File: config.mk
export PLATFORM = sky130hd
export DESIGN_NAME = pled_color_sequencer_flat
export DESIGN_NICKNAME = d
export VERILOG_FILES = /design/src/rtl/pled_color_sequencer_pkg.sv /design/src/rtl/pled_color_sequencer_if.sv /design/src/rtl/pled_color_sequencer_pwm.sv /design/src/rtl/pled_color_sequencer.sv /design/src/flat_wrapper.sv
export SDC_FILE = /design/constraint.sdc
export NUM_CORES = 1
export LEC_CHECK = 0
export CAP_MARGIN = 10
export CORE_ASPECT_RATIO = 1.5
export CORE_MARGIN = 10
export CORE_UTILIZATION = 55
export CTS_BUF_LIST = sky130_fd_sc_hd__clkbuf_8 sky130_fd_sc_hd__clkbuf_16
export CTS_CLUSTER_SIZE = 20
export DETAILED_ROUTE_END_ITERATION = 10
export PLACE_DENSITY = 0.73
export SLEW_MARGIN = 10
export SYNTH_ARGS = -nofsm -noshare
export SYNTH_HDL_FRONTEND = slang
export SYNTH_SLANG_ARGS = --single-unit
File: constraint.sdc
create_clock -name sys_clk -period 2.9 [get_ports sys_clk]
set_input_delay 0.58 -clock sys_clk [delete_from_list [all_inputs] [get_ports sys_clk]]
set_output_delay 0.58 -clock sys_clk [all_outputs]
set_load 0.05 [all_outputs]
File: src/rtl/pled_color_sequencer_pkg.sv
// Shared state encoding, colour range and defaults for the PowerLED stimulus sequencer.
// No logic: constants only; PLED_BLACK_STEP_EN selects whether black (0) joins the colour cycle.
package pled_pkg;

    typedef enum logic [2:0] {
        WAIT_LOCK,
        RAMP_UP,
        HOLD,
        RAMP_DOWN,
        NEXT
    } state_t;

    localparam int PWM_BITS_DEFAULT = 8;

`ifdef PLED_BLACK_STEP_EN
    localparam logic [2:0] COLOR_FIRST = 3'd0;
`else
    localparam logic [2:0] COLOR_FIRST = 3'd1;
`endif
    localparam logic [2:0] COLOR_LAST = 3'd7;

    function automatic logic [2:0] next_color(input logic [2:0] c);
        return (c == COLOR_LAST) ? COLOR_FIRST : c + 3'd1;
    endfunction

endpackage

File: src/rtl/pled_color_sequencer_if.sv
// Control inputs and colour/PWM/status outputs of the PowerLED sequencer.
// Master is the sequencer; slave is the pin-driver / probe side that supplies lock and enable.
interface pled_color_sequencer_if;
    logic       pll_lock;
    logic       enable;
    logic [2:0] color;
    logic       led;
    logic [2:0] counter;
    logic       busy;

    modport master (input pll_lock, enable, output color, led, counter, busy);
    modport slave  (output pll_lock, enable, input color, led, counter, busy);
endinterface

File: src/rtl/pled_color_sequencer_pwm.sv
// Single-channel PWM: free-running counter compared against duty, output registered (1 cycle).
// No backpressure: cnt_en freezes the counter, out_en forces the output low.
module pled_pwm
    import pled_pkg::*;
#(
    parameter int PWM_BITS = PWM_BITS_DEFAULT
) (
    input  logic                clk,
    input  logic                rst_n,
    input  logic                cnt_en,
    input  logic                out_en,
    input  logic [PWM_BITS-1:0] duty,
    output logic                led
);

    logic [PWM_BITS-1:0] pwm_cnt;

    always_ff @(posedge clk or negedge rst_n) begin
        if (!rst_n) begin
            pwm_cnt <= '0;
            led     <= 1'b0;
        end else begin
            if (cnt_en) begin
                pwm_cnt <= pwm_cnt + 1'b1;
            end
            led <= out_en && (pwm_cnt < duty);
        end
    end

endmodule

File: src/rtl/pled_color_sequencer.sv
// Lock-gated RGB colour stepper fading each colour up/hold/down via PWM; led lags duty by 1 cycle.
// enable=0 freezes everything (led=0), lock loss always wins; PLED_BLACK_STEP_EN adds colour 0.
module pled_color_sequencer
    import pled_pkg::*;
#(
    parameter int PWM_BITS   = PWM_BITS_DEFAULT,
    parameter int STEP_DIV   = 1000,
    parameter int HOLD_STEPS = 256
) (
    input  logic                    sys_clk,
    input  logic                    reset,
    pled_color_sequencer_if.master  bus
);

    localparam int SW = $clog2(STEP_DIV);
    localparam int HW = (HOLD_STEPS > 1) ? $clog2(HOLD_STEPS) : 1;
    localparam logic [PWM_BITS-1:0] DUTY_MAX = '1;

    logic                lock_s1, lock_s2;
    state_t              state;
    logic [PWM_BITS-1:0] duty;
    logic [SW-1:0]       step_cnt;
    logic [HW-1:0]       hold_cnt;
    logic [2:0]          color_q, counter_q;
    logic                busy_q;
    logic                run, tick, led_q;

    assign run  = bus.enable && (state != WAIT_LOCK);
    assign tick = run && (step_cnt == SW'(STEP_DIV - 1));

    always_ff @(posedge sys_clk or negedge reset) begin
        if (!reset) begin
            lock_s1 <= 1'b0;
            lock_s2 <= 1'b0;
        end else begin
            lock_s1 <= bus.pll_lock;
            lock_s2 <= lock_s1;
        end
    end

    always_ff @(posedge sys_clk or negedge reset) begin
        if (!reset) begin
            state     <= WAIT_LOCK;
            duty      <= '0;
            step_cnt  <= '0;
            hold_cnt  <= '0;
            color_q   <= COLOR_FIRST;
            counter_q <= 3'd0;
            busy_q    <= 1'b0;
        end else if (!lock_s2) begin
            // Lock loss outranks enable and NEXT; colour and counter are kept.
            state    <= WAIT_LOCK;
            duty     <= '0;
            step_cnt <= '0;
            hold_cnt <= '0;
            busy_q   <= 1'b0;
        end else if (state == WAIT_LOCK) begin
            state    <= RAMP_UP;
            step_cnt <= '0;
            busy_q   <= 1'b1;
        end else if (bus.enable) begin
            step_cnt <= tick ? '0 : step_cnt + 1'b1;
            case (state)
                RAMP_UP: if (tick) begin
                    if (duty == DUTY_MAX) begin
                        state    <= HOLD;
                        hold_cnt <= '0;
                    end else begin
                        duty <= duty + 1'b1;
                    end
                end
                HOLD: if (tick) begin
                    if (hold_cnt == HW'(HOLD_STEPS - 1)) begin
                        state <= RAMP_DOWN;
                    end else begin
                        hold_cnt <= hold_cnt + 1'b1;
                    end
                end
                RAMP_DOWN: if (tick) begin
                    if (duty != '0) begin
                        duty <= duty - 1'b1;
                    end
                    if (duty <= PWM_BITS'(1)) begin
                        state <= NEXT;
                    end
                end
                NEXT: begin
                    color_q <= next_color(color_q);
                    if (color_q == COLOR_LAST) begin
                        counter_q <= counter_q + 3'd1;
                    end
                    state <= RAMP_UP;
                end
                default: state <= WAIT_LOCK;
            endcase
        end
    end

    // Lock term drops led on the same edge the FSM leaves its active states.
    pled_pwm #(.PWM_BITS(PWM_BITS)) u_pwm (
        .clk    (sys_clk),
        .rst_n  (reset),
        .cnt_en (bus.enable),
        .out_en (run && lock_s2),
        .duty   (duty),
        .led    (led_q)
    );

    assign bus.color   = color_q;
    assign bus.led     = led_q;
    assign bus.counter = counter_q;
    assign bus.busy    = busy_q;

endmodule

File: src/flat_wrapper.sv
// flat-port wrapper written by rule: the top's interface ports become plain ports
module pled_color_sequencer_flat import pled_pkg::*;
#(
    parameter int PWM_BITS   = PWM_BITS_DEFAULT,
    parameter int STEP_DIV   = 1000,
    parameter int HOLD_STEPS = 256
)
  (sys_clk, reset, bus_pll_lock, bus_enable, bus_color, bus_led, bus_counter, bus_busy);
  pled_color_sequencer_if bus_i ();
  input  logic sys_clk;
  input  logic reset;
  input wire logic [$bits(bus_i.pll_lock)-1:0] bus_pll_lock;
  input wire logic [$bits(bus_i.enable)-1:0] bus_enable;
  output wire logic [$bits(bus_i.color)-1:0] bus_color;
  output wire logic [$bits(bus_i.led)-1:0] bus_led;
  output wire logic [$bits(bus_i.counter)-1:0] bus_counter;
  output wire logic [$bits(bus_i.busy)-1:0] bus_busy;
  assign bus_i.pll_lock = bus_pll_lock;
  assign bus_i.enable = bus_enable;
  assign bus_color = bus_i.color;
  assign bus_led = bus_i.led;
  assign bus_counter = bus_i.counter;
  assign bus_busy = bus_i.busy;
  pled_color_sequencer #(.PWM_BITS(PWM_BITS), .STEP_DIV(STEP_DIV), .HOLD_STEPS(HOLD_STEPS)) u_core (.sys_clk(sys_clk), .reset(reset), .bus(bus_i));
endmodule
==> impl_results.md, run 1 <==
* Status: completed
* Die Ht at 107 um
* Fill count at 420
* Final GP Congestion at ~0.9
* Post-CTS Setup Bufs at 0
* Largest net degree at the start of global routing at 48
* DR vias/cell at 5.83
* Flops & latches, synth at 47
* Fin crit period at 2.50 ns
* Asr flop ratio synth at between 90% and 100%
* Syn Area/Cell at 9.43 um2
* Overall die area at 8360 um2
* CTS root buf: clkbuf_8
* Vias at 2188
* Sequential share of the synthesized area at 42.3%
* DRC Markers at 0
* Worst-Skew Late Latency at 0.31 ns
* PD cells at 502 nW/um2
* Unique masters post-synth at between 40 and 50
* CTS tree: built
* R2R Path End: u_core.state[0]
* Arrival time of the worst setup path at 2.76 ns
* CP Data Required Time at 3.16 ns
* RSZ-0062 raised after global routing: false
* Die X-Extent at 78.1 um
* Reg2reg start: u_core.duty[4]
* Primary FF master, synth: dfrtp_1
* Max Freq at 0.399 GHz
* Static Leak at 0.00127 uW
* Top cells by area, synth: dfrtp_1 (41%), ha_1 (7.6%), xnor2_1 (3.5%)
* VDD IR max at 405 uV
* Cells after DPL at 367
* Max incr delay on CP at 0.60 ns
* Nets@finish at ~330
* Setup slack at placement at 0.0719 ns
* DR pass1 iterations at 4
* Remaining Overflow, GRT at 0
* Final WL at 5590 um
* Final setup TNS at 0 ns
* Post-CTS resize count at 0
* Post-Syn Area at 2780 um2
* Wire length per cell at about 15 um
* Combinational share of power at 16.6%
* Worst-path clk slew at about 0.10 ns
* Post-DRT Antenna Nets at 0
* Mapped Cells at 295
* Rel. slew slack at 34.1%
* Worst Skew at 0.0114 ns
* Area leader, netlist: dfrtp_1
* Starting DRT DRC Count at between 80 and 90
* Max_cap viols at 0
* Initial Utilization at between 50% and 60%
* Ports at 12
* Sw power at 445 uW
* Row count at 31
* Vias in the first global route at 2172
* Slowest CP cell: or4_1
* Final Instance Count excl. Fillers at 375
* Worst setup EP type: flop
* Hpwl dp at 4070 um
* Clock network fraction of design power at roughly a third
* Post-Layout Inst Area at 3080 um2
* Core area at 4850 um2
* Cts bufs inserted at 5
* R2R cell count at 5
* Hold_ws at around 0.35 ns
* # port buffers at 11
* Hold WC Path Type: input port to asynchronous set/reset pin
* Post-CTS Hold Buffers at 0
* Post-Syn Nets at between 300 and 400
* Synth top area share at 41.4%
* Initial antenna violation count at 0
* Area Growth Syn to Fin at 10.5%
* First-pass GRT wire length at between 9000 and 10000 um
* Pins Over Slew Limit at 0
* Final worst slack at 0.395 ns
* Worst Path Max Fanout at 5
* Setup CP Type: flop to flop
* Layout cells sized above 1 at 6.80%
* GR Util All Layers at 14.0%
* Diode count at 0
* EDFF count, synth at 0
* Seq pwr share at 50.9%
* Cell-internal power at roughly 1100 uW
* Reg2Reg Setup Slack at about 0.40 ns
* Sw Ratio at 28.9%
* Cell Chain, Critical Path: or4_1, o41ai_1, nand3b_1, a2111oi_0, a32o_1
* Tcrit/Tclk final at 86.4%
* Dpl cell area at 2960 um2
* Max H-tree Level at 2
* Worst setup SP type: flop
* Clock Path Buffers at 2
* CTS sink cnt at 47
* Synthesis Warnings at 0
* # setup viols final at 0
* Worst-Margin Slew at 0.979 ns
* Final hold viol count at 0
cell families after synthesis:
| logic type | after synthesis | synth area share, % |
|---|---|---|
| simple gates | 110 | 21.0 |
| compound gates | 64 | 16.6 |
| flops | 47 | 42.3 |
| buf+inv | 35 | 5.26 |
| xor+xnor | 17 | 5.35 |
| fa+ha+maj | 17 | 7.64 |
| mux | 5 | 1.89 |
registers in the layout, indices dropped and copies added, names as in the netlist:
| register | flops |
|---|---|
| u_core.step_cnt | 10 |
| u_core.duty | 8 |
| u_core.hold_cnt | 8 |
| u_core.u_pwm.pwm_cnt | 8 |
| u_core.bus.color | 3 |
| u_core.bus.counter | 3 |
| u_core.state | 3 |
| u_core.bus.busy | 1 |
| u_core.lock_s1 | 1 |
| u_core.lock_s2 | 1 |
| u_core.u_pwm.led | 1 |
cells in the final DEF (no fill, tap or decap), types with 2 or more instances in the layout:
| cell type | Yosys | routed |
|---|---|---|
| dfrtp_1 | 46 | 46 |
| inv_1 | 22 | 22 |
| nor2_1 | 22 | 22 |
| nand2_1 | 19 | 19 |
| ha_1 | 17 | 17 |
| nand3_1 | 14 | 14 |
| o21ai_0 | 12 | 12 |
| xnor2_1 | 11 | 11 |
| clkdlybuf4s50_1 | 0 | 10 |
| nor4_1 | 9 | 9 |
| and3_1 | 9 | 9 |
| a21oi_1 | 8 | 8 |
| nand4_1 | 7 | 7 |
| nor3_1 | 7 | 7 |
| or4_1 | 7 | 7 |
| xor2_1 | 6 | 6 |
| buf_4 | 0 | 6 |
| a21o_1 | 5 | 5 |
| o31ai_1 | 5 | 5 |
| o21a_1 | 5 | 5 |
| clkbuf_8 | 0 | 5 |
| a211oi_1 | 4 | 4 |
| or3_1 | 4 | 4 |
| a31oi_1 | 4 | 4 |
| o2111ai_1 | 3 | 3 |
| nor2b_1 | 3 | 3 |
| mux2i_1 | 3 | 3 |
| o31a_1 | 3 | 3 |
| nand2b_1 | 2 | 2 |
| clkinv_1 | 2 | 2 |
| a2111oi_0 | 2 | 2 |
| mux2_2 | 2 | 2 |
| o41ai_1 | 2 | 2 |
| nand3b_1 | 2 | 2 |
| a32o_1 | 2 | 2 |
| and2_0 | 2 | 2 |
| a311o_1 | 2 | 2 |
layer usage:
layer | global-route usage [%] | vias up | wire length, um
met3 | 3.18 | 9 | 153
li1 | - | 1098 | -
met2 | 25.8 | 27 | 2920
met5 | 0 | - | 0
met1 | 15.0 | 1054 | 2410
met4 | 5.14 | 0 | 104
how the worst max path moves through the flow:
stage,start,endpoint,slack [ns],depth (start not counted)
after CTS,bus_enable,u_core.duty[6],0.39,6
after detailed placement,bus_enable,u_core.duty[7],0.07,6
after global placement,bus_enable,u_core.duty[5],0.15,6
after floorplan,u_core.step_cnt[4],u_core.duty[0],0.56,7
final,u_core.duty[4],u_core.state[0],0.40,5
after global routing,bus_enable,u_core.duty[6],0.18,6
cell usage after synthesis (all sizes together) (2+ instances only):
cell / instances
dfrtp: 46
inv: 22
nor2: 22
nand2: 19
ha: 17
nand3: 14
o21ai: 12
xnor2: 11
and3: 9
clkbuf: 9
nor4: 9
a21oi: 8
or4: 8
nand4: 7
nor3: 7
xor2: 6
a21o: 5
o21a: 5
o31ai: 5
a211oi: 4
a31oi: 4
or3: 4
mux2i: 3
nor2b: 3
o2111ai: 3
o31a: 3
a2111oi: 2
a311o: 2
a32o: 2
and2: 2
buf: 2
clkinv: 2
mux2: 2
nand2b: 2
nand3b: 2
o41ai: 2
power by group through the flow:
stage          combinational (uW)  sequential [uW]  clock (uW)
3_5_place_dp                  261              799           0
2_1_floorplan                 184              790           0
3_3_place_gp                  253              795           0
4_1_cts                       263              786         508
6_report                      257              786         500
5_1_grt                       302              795         531
final cells by class:
class / count / area (um2) / share of cell area (%)
well taps: 66 / 82.6 / 2.69
clock inverters: 3 / 47.5 / 1.55
inverters: 24 / 90.1 / 2.93
clock buffers: 5 / 68.8 / 2.24
flip-flops and latches: 47 / 1180 / 38.3
multi-input cells: 213 / 1460 / 47.4
repair buffers: 17 / 150 / 4.88
critical path, delay by kind of cell, from the launching register on:
family,cells,cell delay (ns)
AOI/OAI and AO/OA,3,1.30
and+or+nand+nor,2,0.72
DFF,1,0.44
per-stage QoR:
step	power, uW	utilization, %
after floorplan	974	-
after CTS	1560	63.4
after global routing	1630	63.4
after global placement	1050	61.0
final	1540	63.4
after detailed placement	1060	61.0
Power figures use the tool's default switching activity.
==> inputs of run 2 (changes only) <==
Settings changed: CORE_MARGIN 10 to 2.
==> impl_results.md, run 2 (same netlist as run 1, synthesis figures left out) <==
* Layout cells sized above 1 at 6.47% (was 6.80%)
* # port buffers at 11 (unchanged)
* Worst Skew at 0.00616 ns (was 0.0114 ns)
* Status: completed (unchanged)
* Final setup TNS at 0 ns (unchanged)
* Hold_ws at 0.271 ns (was 0.354 ns)
* Worst-Margin Slew at 0.981 ns (was 0.979 ns)
* Arrival time of the worst setup path at 2.79 ns (was 2.76 ns)
* DRC Markers at 0 (unchanged)
* Combinational share of power at 18.5% (was 16.6%)
* Final hold viol count at 0 (unchanged)
* DR pass1 iterations at 4 (unchanged)
* Worst-Skew Late Latency at 0.30 ns (was 0.31 ns)
* Worst Path Max Fanout at 9 (was 5)
* Starting DRT DRC Count at 107 (was 86)
* Area Growth Syn to Fin at 9.62% (was 10.5%)
* Cts bufs inserted at 5 (unchanged)
* Most frequent cells in the layout: dfrtp_1 (46), inv_1 (23), nor2_1 (22) (was dfrtp_1 (46), inv_1 (22), nor2_1 (22))
* Max incr delay on CP at 0.59 ns (was 0.60 ns)
* Post-CTS resize count at 0 (unchanged)
* # setup viols final at 0 (unchanged)
* Setup CP Type: input port to flop (was flop to flop)
* DR vias/cell at 5.86 (was 5.83)
* First-pass GRT wire length at 9980 um (was 9800 um)
* RSZ-0062 raised after global routing: false (unchanged)
* Overall die area at 5660 um2 (was 8360 um2)
* CP Data Required Time at 3.13 ns (was 3.16 ns)
* Ports at 12 (unchanged)
* Diode count at 0 (unchanged)
* Core area at 4850 um2 (unchanged)
* Largest net degree at the start of global routing at 27 (was 48)
* Cell Chain, Critical Path: clkdlybuf4s50_1, clkinv_1, nor4_1, a2bb2oi_1, buf_4, a211oi_1, mux2i_1 (was or4_1, o41ai_1, nand3b_1, a2111oi_0, a32o_1)
* Initial antenna violation count at 0 (unchanged)
* Final GP Congestion at 0.924 (was 0.898)
* Final WL at 5460 um (was 5590 um)
* Post-CTS Hold Buffers at 0 (unchanged)
* Pins Over Slew Limit at 0 (unchanged)
* Remaining Overflow, GRT at 0 (unchanged)
* Vias in the first global route at 2284 (was 2172)
* CTS sink cnt at 47 (unchanged)
* Initial Utilization at 57.4% (unchanged)
* Seq pwr share at 53.8% (was 50.9%)
* Max Freq at 0.391 GHz (was 0.399 GHz)
* Worst-path clk slew at 0.09 ns (was 0.10 ns)
* Hold WC Path Type: input port to asynchronous set/reset pin (unchanged)
* Sw power at 421 uW (was 445 uW)
* Vias at 2199 (was 2188)
* Worst setup EP type: flop (unchanged)
* PD cells at 475 nW/um2 (was 502 nW/um2)
* Nets@finish at 329 (unchanged)
* Hpwl dp at 4100 um (was 4070 um)
* VDD IR max at 411 uV (was 405 uV)
* Fin crit period at 2.56 ns (was 2.50 ns)
* Clock network fraction of design power at 27.8% (was 32.4%)
* Cell-internal power at 1030 uW (was 1100 uW)
* Rel. slew slack at 34.0% (was 34.1%)
* Post-CTS Setup Bufs at 0 (unchanged)
* Largest register FFs at 10 (unchanged)
* Max_cap viols at 0 (unchanged)
* Row count at 31 (unchanged)
* Wire length per cell at 14.5 um (was 14.9 um)
* Worst setup SP type: input port (was flop)
* Largest Register: u_core.step_cnt (unchanged)
* Commonest non-fill, non-tap cell in the layout: dfrtp_1 (unchanged)
* Sw Ratio at 29.0% (was 28.9%)
* Die X-Extent at 62.1 um (was 78.1 um)
* Post-DRT Antenna Nets at 0 (unchanged)
* CTS root buf: clkbuf_8 (unchanged)
* Slowest CP cell: clkdlybuf4s50_1 (was or4_1)
* Static Leak at 0.00126 uW (was 0.00127 uW)
* CTS tree: built (unchanged)
* Max H-tree Level at 2 (unchanged)
* GR Util All Layers at 22.7% (was 14.0%)
* Clock Path Buffers at 2 (unchanged)
* Tcrit/Tclk final at 88.3% (was 86.4%)
* Die Ht at 91.1 um (was 107 um)
-- run 2: cell types whose count changed in the layout (fill, tap and decap cells not counted), sizes merged --
cell	previous run	this run
bufinv	1	0
clkbuf	5	6
-- run 2: worst max-delay path: cells and delay by family --
family | cells | cell delay, ns
buffers and inverters | 3 | 0.95
AOI/OAI and AO/OA | 2 | 0.57
and+or+nand+nor | 1 | 0.47
muxes | 1 | 0.21
-- run 2: worst paths after layout --
kind / startpoint / endpoint / slack (ns) / cells after the start
min in group sys_clk: u_core.lock_s1 / u_core.lock_s2 / 0.36 / 0
max reg2reg: u_core.step_cnt[4] / u_core.duty[5] / 0.47 / 5
max in group asynchronous: reset / u_core.bus.color[0] / 1.87 / 2
min reg2reg: u_core.lock_s1 / u_core.lock_s2 / 0.36 / 0
min: reset / u_core.step_cnt[9] / 0.27 / 1
max: bus_enable / u_core.duty[4] / 0.34 / 7
-- run 2: layer usage --
metal	part of all wire, %	track usage [%]
met5	0	0
met4	1.4	6.74
met3	1.9	4.27
met2	53	39.5
met1	44	26.9
-- run 2: stage by stage --
step	setup WS [ns]	utilization (%)	power, uW	cell area, um2	std cells
after CTS	0.332	62.9	1470	3050	375
after detailed placement	0.0337	61.0	1060	2960	367
final	0.341	62.9	1450	3050	375
after global routing	0.177	62.9	1540	3050	375
after floorplan	0.563	-	974	2780	295
after global placement	0.151	61.0	1050	2960	367
-- run 2: power by group through the flow --
stage | clock, uW | sequential [uW] | combinational [uW]
global placement | 0 | 791 | 260
detailed placement | 0 | 793 | 271
finish | 403 | 780 | 268
global route | 441 | 793 | 310
CTS | 417 | 781 | 272
floorplan | 0 | 790 | 184
-- run 2: area by class of cell --
class | instances | area (um2)
flip-flops and latches | 47 | 1180
fillers | 426 | 1800
well taps | 66 | 82.6
clock inverters | 2 | 8.76
repair buffers | 17 | 150
inverters | 24 | 90.1
multi-input cells | 213 | 1460
clock buffers | 6 | 82.6
==> inputs of run 3 (changes only) <==
Settings changed: HOLD_SLACK_MARGIN set to 0.08.
Clock period 2.9 ns to 2.7 ns, I/O delays scaled along.
==> impl_results.md, run 3 (same netlist as run 1, synthesis figures left out) <==
* Status: completed (unchanged)
* Post-Layout Inst Area at 3130 um2 (was 3050 um2)
* DR pass1 iterations at 4 (unchanged)
* CP delay by family, top: simple AND/OR/NAND/NOR gates (was buffers and inverters)
* Layout cells sized above 1 at 9.18% (was 6.47%)
* Setup CP Type: flop to flop (was input port to flop)
* GR Util All Layers at 22.1% (was 22.7%)
* DRC Markers at 0 (unchanged)
* # port buffers at 11 (unchanged)
* Worst setup SP type: flop (was input port)
* Post-CTS Hold Buffers at 0 (unchanged)
* Die Ht at 91.1 um (unchanged)
* Dpl cell area at 3010 um2 (was 2960 um2)
* Hold WC Path Type: input port to asynchronous set/reset pin (unchanged)
* Rel. slew slack at 32.2% (was 34.0%)
* Ports at 12 (unchanged)
* CTS tree: built (unchanged)
* Remaining Overflow, GRT at 0 (unchanged)
* Setup crit end: u_core.hold_cnt[5] (was u_core.duty[4])
* Nets@finish at 336 (was 329)
* Critical path origin: u_core.step_cnt[4] (was bus_enable)
* Worst-Margin Slew at 1.01 ns (was 0.981 ns)
* Tcrit/Tclk final at between 80 and 90%
* First-pass GRT wire length at 9660 um (was 9980 um)
* Largest net degree at the start of global routing at 48 (was 27)
* Overall die area at 5660 um2 (unchanged)
* R2R Path End: u_core.hold_cnt[5] (was u_core.duty[5])
* Worst Path Max Fanout at 7 (was 9)
* Max_cap viols at 0 (unchanged)
* Die X-Extent at 62.1 um (unchanged)
* R2R cell count at 6 (was 5)
* Max H-tree Level at 2 (unchanged)
* Final Instance Count excl. Fillers at 382 (was 375)
* Most frequent cells in the layout: dfrtp_1 (46), inv_1 (22), nor2_1 (22) (was dfrtp_1 (46), inv_1 (23), nor2_1 (22))
* # setup viols final at 0 (unchanged)
* Commonest non-fill, non-tap cell in the layout: dfrtp_1 (unchanged)
* PD cells at 526 nW/um2 (was 475 nW/um2)
* Final WL at 5480 um (was 5460 um)
* Cells after DPL at 374 (was 367)
* Arrival time of the worst setup path at 2.57 ns (was 2.79 ns)
* Initial Utilization at 57.4% (unchanged)
* Largest register FFs at 10 (unchanged)
* Worst Path Buf+Inv at 1 (was 3)
* CTS sink cnt at 47 (unchanged)
* VDD IR max at 385 uV (was 411 uV)
* Worst setup EP type: flop (unchanged)
* Worst-Skew Late Latency at 0.30 ns (about the same)
* Fin crit period at 2.35 ns
* CTS root buf: clkbuf_8 (unchanged)
* Worst Skew at 0.00473 ns (was 0.00616 ns)
* Largest Register: u_core.step_cnt (unchanged)
* Post-DRT Antenna Nets at 0 (unchanged)
* Vias at 2267 (was 2199)
* Pins Over Slew Limit at 0 (unchanged)
* Critical path depth in cells at 6 (was 7)
* Reg2Reg Setup Slack at 0.35 ns (was 0.47 ns)
* Cell Chain, Critical Path: or3b_4, or4_4, buf_4, or3_1, o31a_1, o21ai_0 (was clkdlybuf4s50_1, clkinv_1, nor4_1, a2bb2oi_1, buf_4, a211oi_1, mux2i_1)
* Wire length per cell at 14.4 um (was 14.5 um)
* Cts bufs inserted at 5 (unchanged)
* Fill count at 400 (was 426)
* Final hold viol count at 0 (unchanged)
* Clock Path Buffers at 2 (unchanged)
* Hpwl dp at 4080 um (was 4100 um)
* Final worst slack at 0.345 ns (was 0.341 ns)
* Row count at 31 (unchanged)
* Static Leak at 0.00131 uW (was 0.00126 uW)
* Max Freq at 0.425 GHz
* Reg2reg start: u_core.step_cnt[4] (unchanged)
* Setup slack at placement at 0.0646 ns (was 0.0337 ns)
* Final setup TNS at 0 ns (unchanged)
* Area Growth Syn to Fin at 12.5% (was 9.62%)
* Core area at 4850 um2 (unchanged)
* Starting DRT DRC Count at 140 (was 107)
* Worst-path clk slew at 0.09 ns (about the same)
* Diode count at 0 (unchanged)
* CP Data Required Time at 2.92 ns (was 3.13 ns)
* RSZ-0062 raised after global routing: false (unchanged)
* Max incr delay on CP at 0.50 ns (was 0.59 ns)
* Initial antenna violation count at 0 (unchanged)
* DR vias/cell at 5.93 (was 5.86)
* Slowest CP cell: or4_4 (was clkdlybuf4s50_1)
* Vias in the first global route at 2234 (was 2284)
* Final GP Congestion at 0.890 (was 0.924)
-- run 3: worst min-delay path by stage --
stage	from	endpoint	slack, ns	cells after the start
after floorplan	reset	u_core.bus.busy	0.24	0
after global placement	u_core.lock_s1	u_core.lock_s2	0.34	0
after detailed placement	u_core.lock_s1	u_core.lock_s2	0.34	0
after CTS	reset	u_core.step_cnt[9]	0.35	2
after global routing	u_core.lock_s1	u_core.lock_s2	0.37	0
final	reset	u_core.hold_cnt[0]	0.33	2
-- run 3: power by group --
part           switching [uW]  total (uW)  internal [uW]
combinational             152         294            143
sequential               74.4         838            763
clock                     238         514            276
total                     465        1650           1180
-- run 3: worst reg2reg max path: cells and delay by family (launching register included) --
kind,cells,cell delay (ns)
and+or+nand+nor,3,1.32
DFF,1,0.42
AOI/OAI and AO/OA,2,0.36
buffers and inverters,1,0.17
-- run 3: metal layers --
metal | routed length, um | GRT usage (%) | vias to the layer above
li1 | - | - | 1118
met1 | 2360 | 26.2 | 1104
met2 | 2860 | 37.8 | 31
met3 | 98 | 3.70 | 14
met4 | 166 | 8.69 | 0
met5 | 0 | 0 | -
-- run 3: cell type report --
type | count | area [um2] | share of cell area, %
inverters | 24 | 90.1 | 2.88
clock inverters | 3 | 43.8 | 1.40
well taps | 66 | 82.6 | 2.64
multi-input cells | 213 | 1470 | 46.8
repair buffers | 24 | 203 | 6.47
flip-flops and latches | 47 | 1180 | 37.6
clock buffers | 5 | 68.8 | 2.20
-- run 3: repair_timing --
item / in CTS / in global routing
gates resized for setup: 0 / 1
setup buffers: 0 / 0
hold endpoints to repair: 0 / 0
setup endpoints to repair: 0 / 1
-- run 3: stage by stage --
step                      hold WS (ns)  total power [uW]  util (%)
after floorplan                  0.244              1050         -
after global placement           0.336              1140      62.1
after detailed placement         0.344              1150      62.1
after CTS                        0.348              1660      64.4
after global routing             0.369              1740      64.6
final                            0.332              1650      64.6
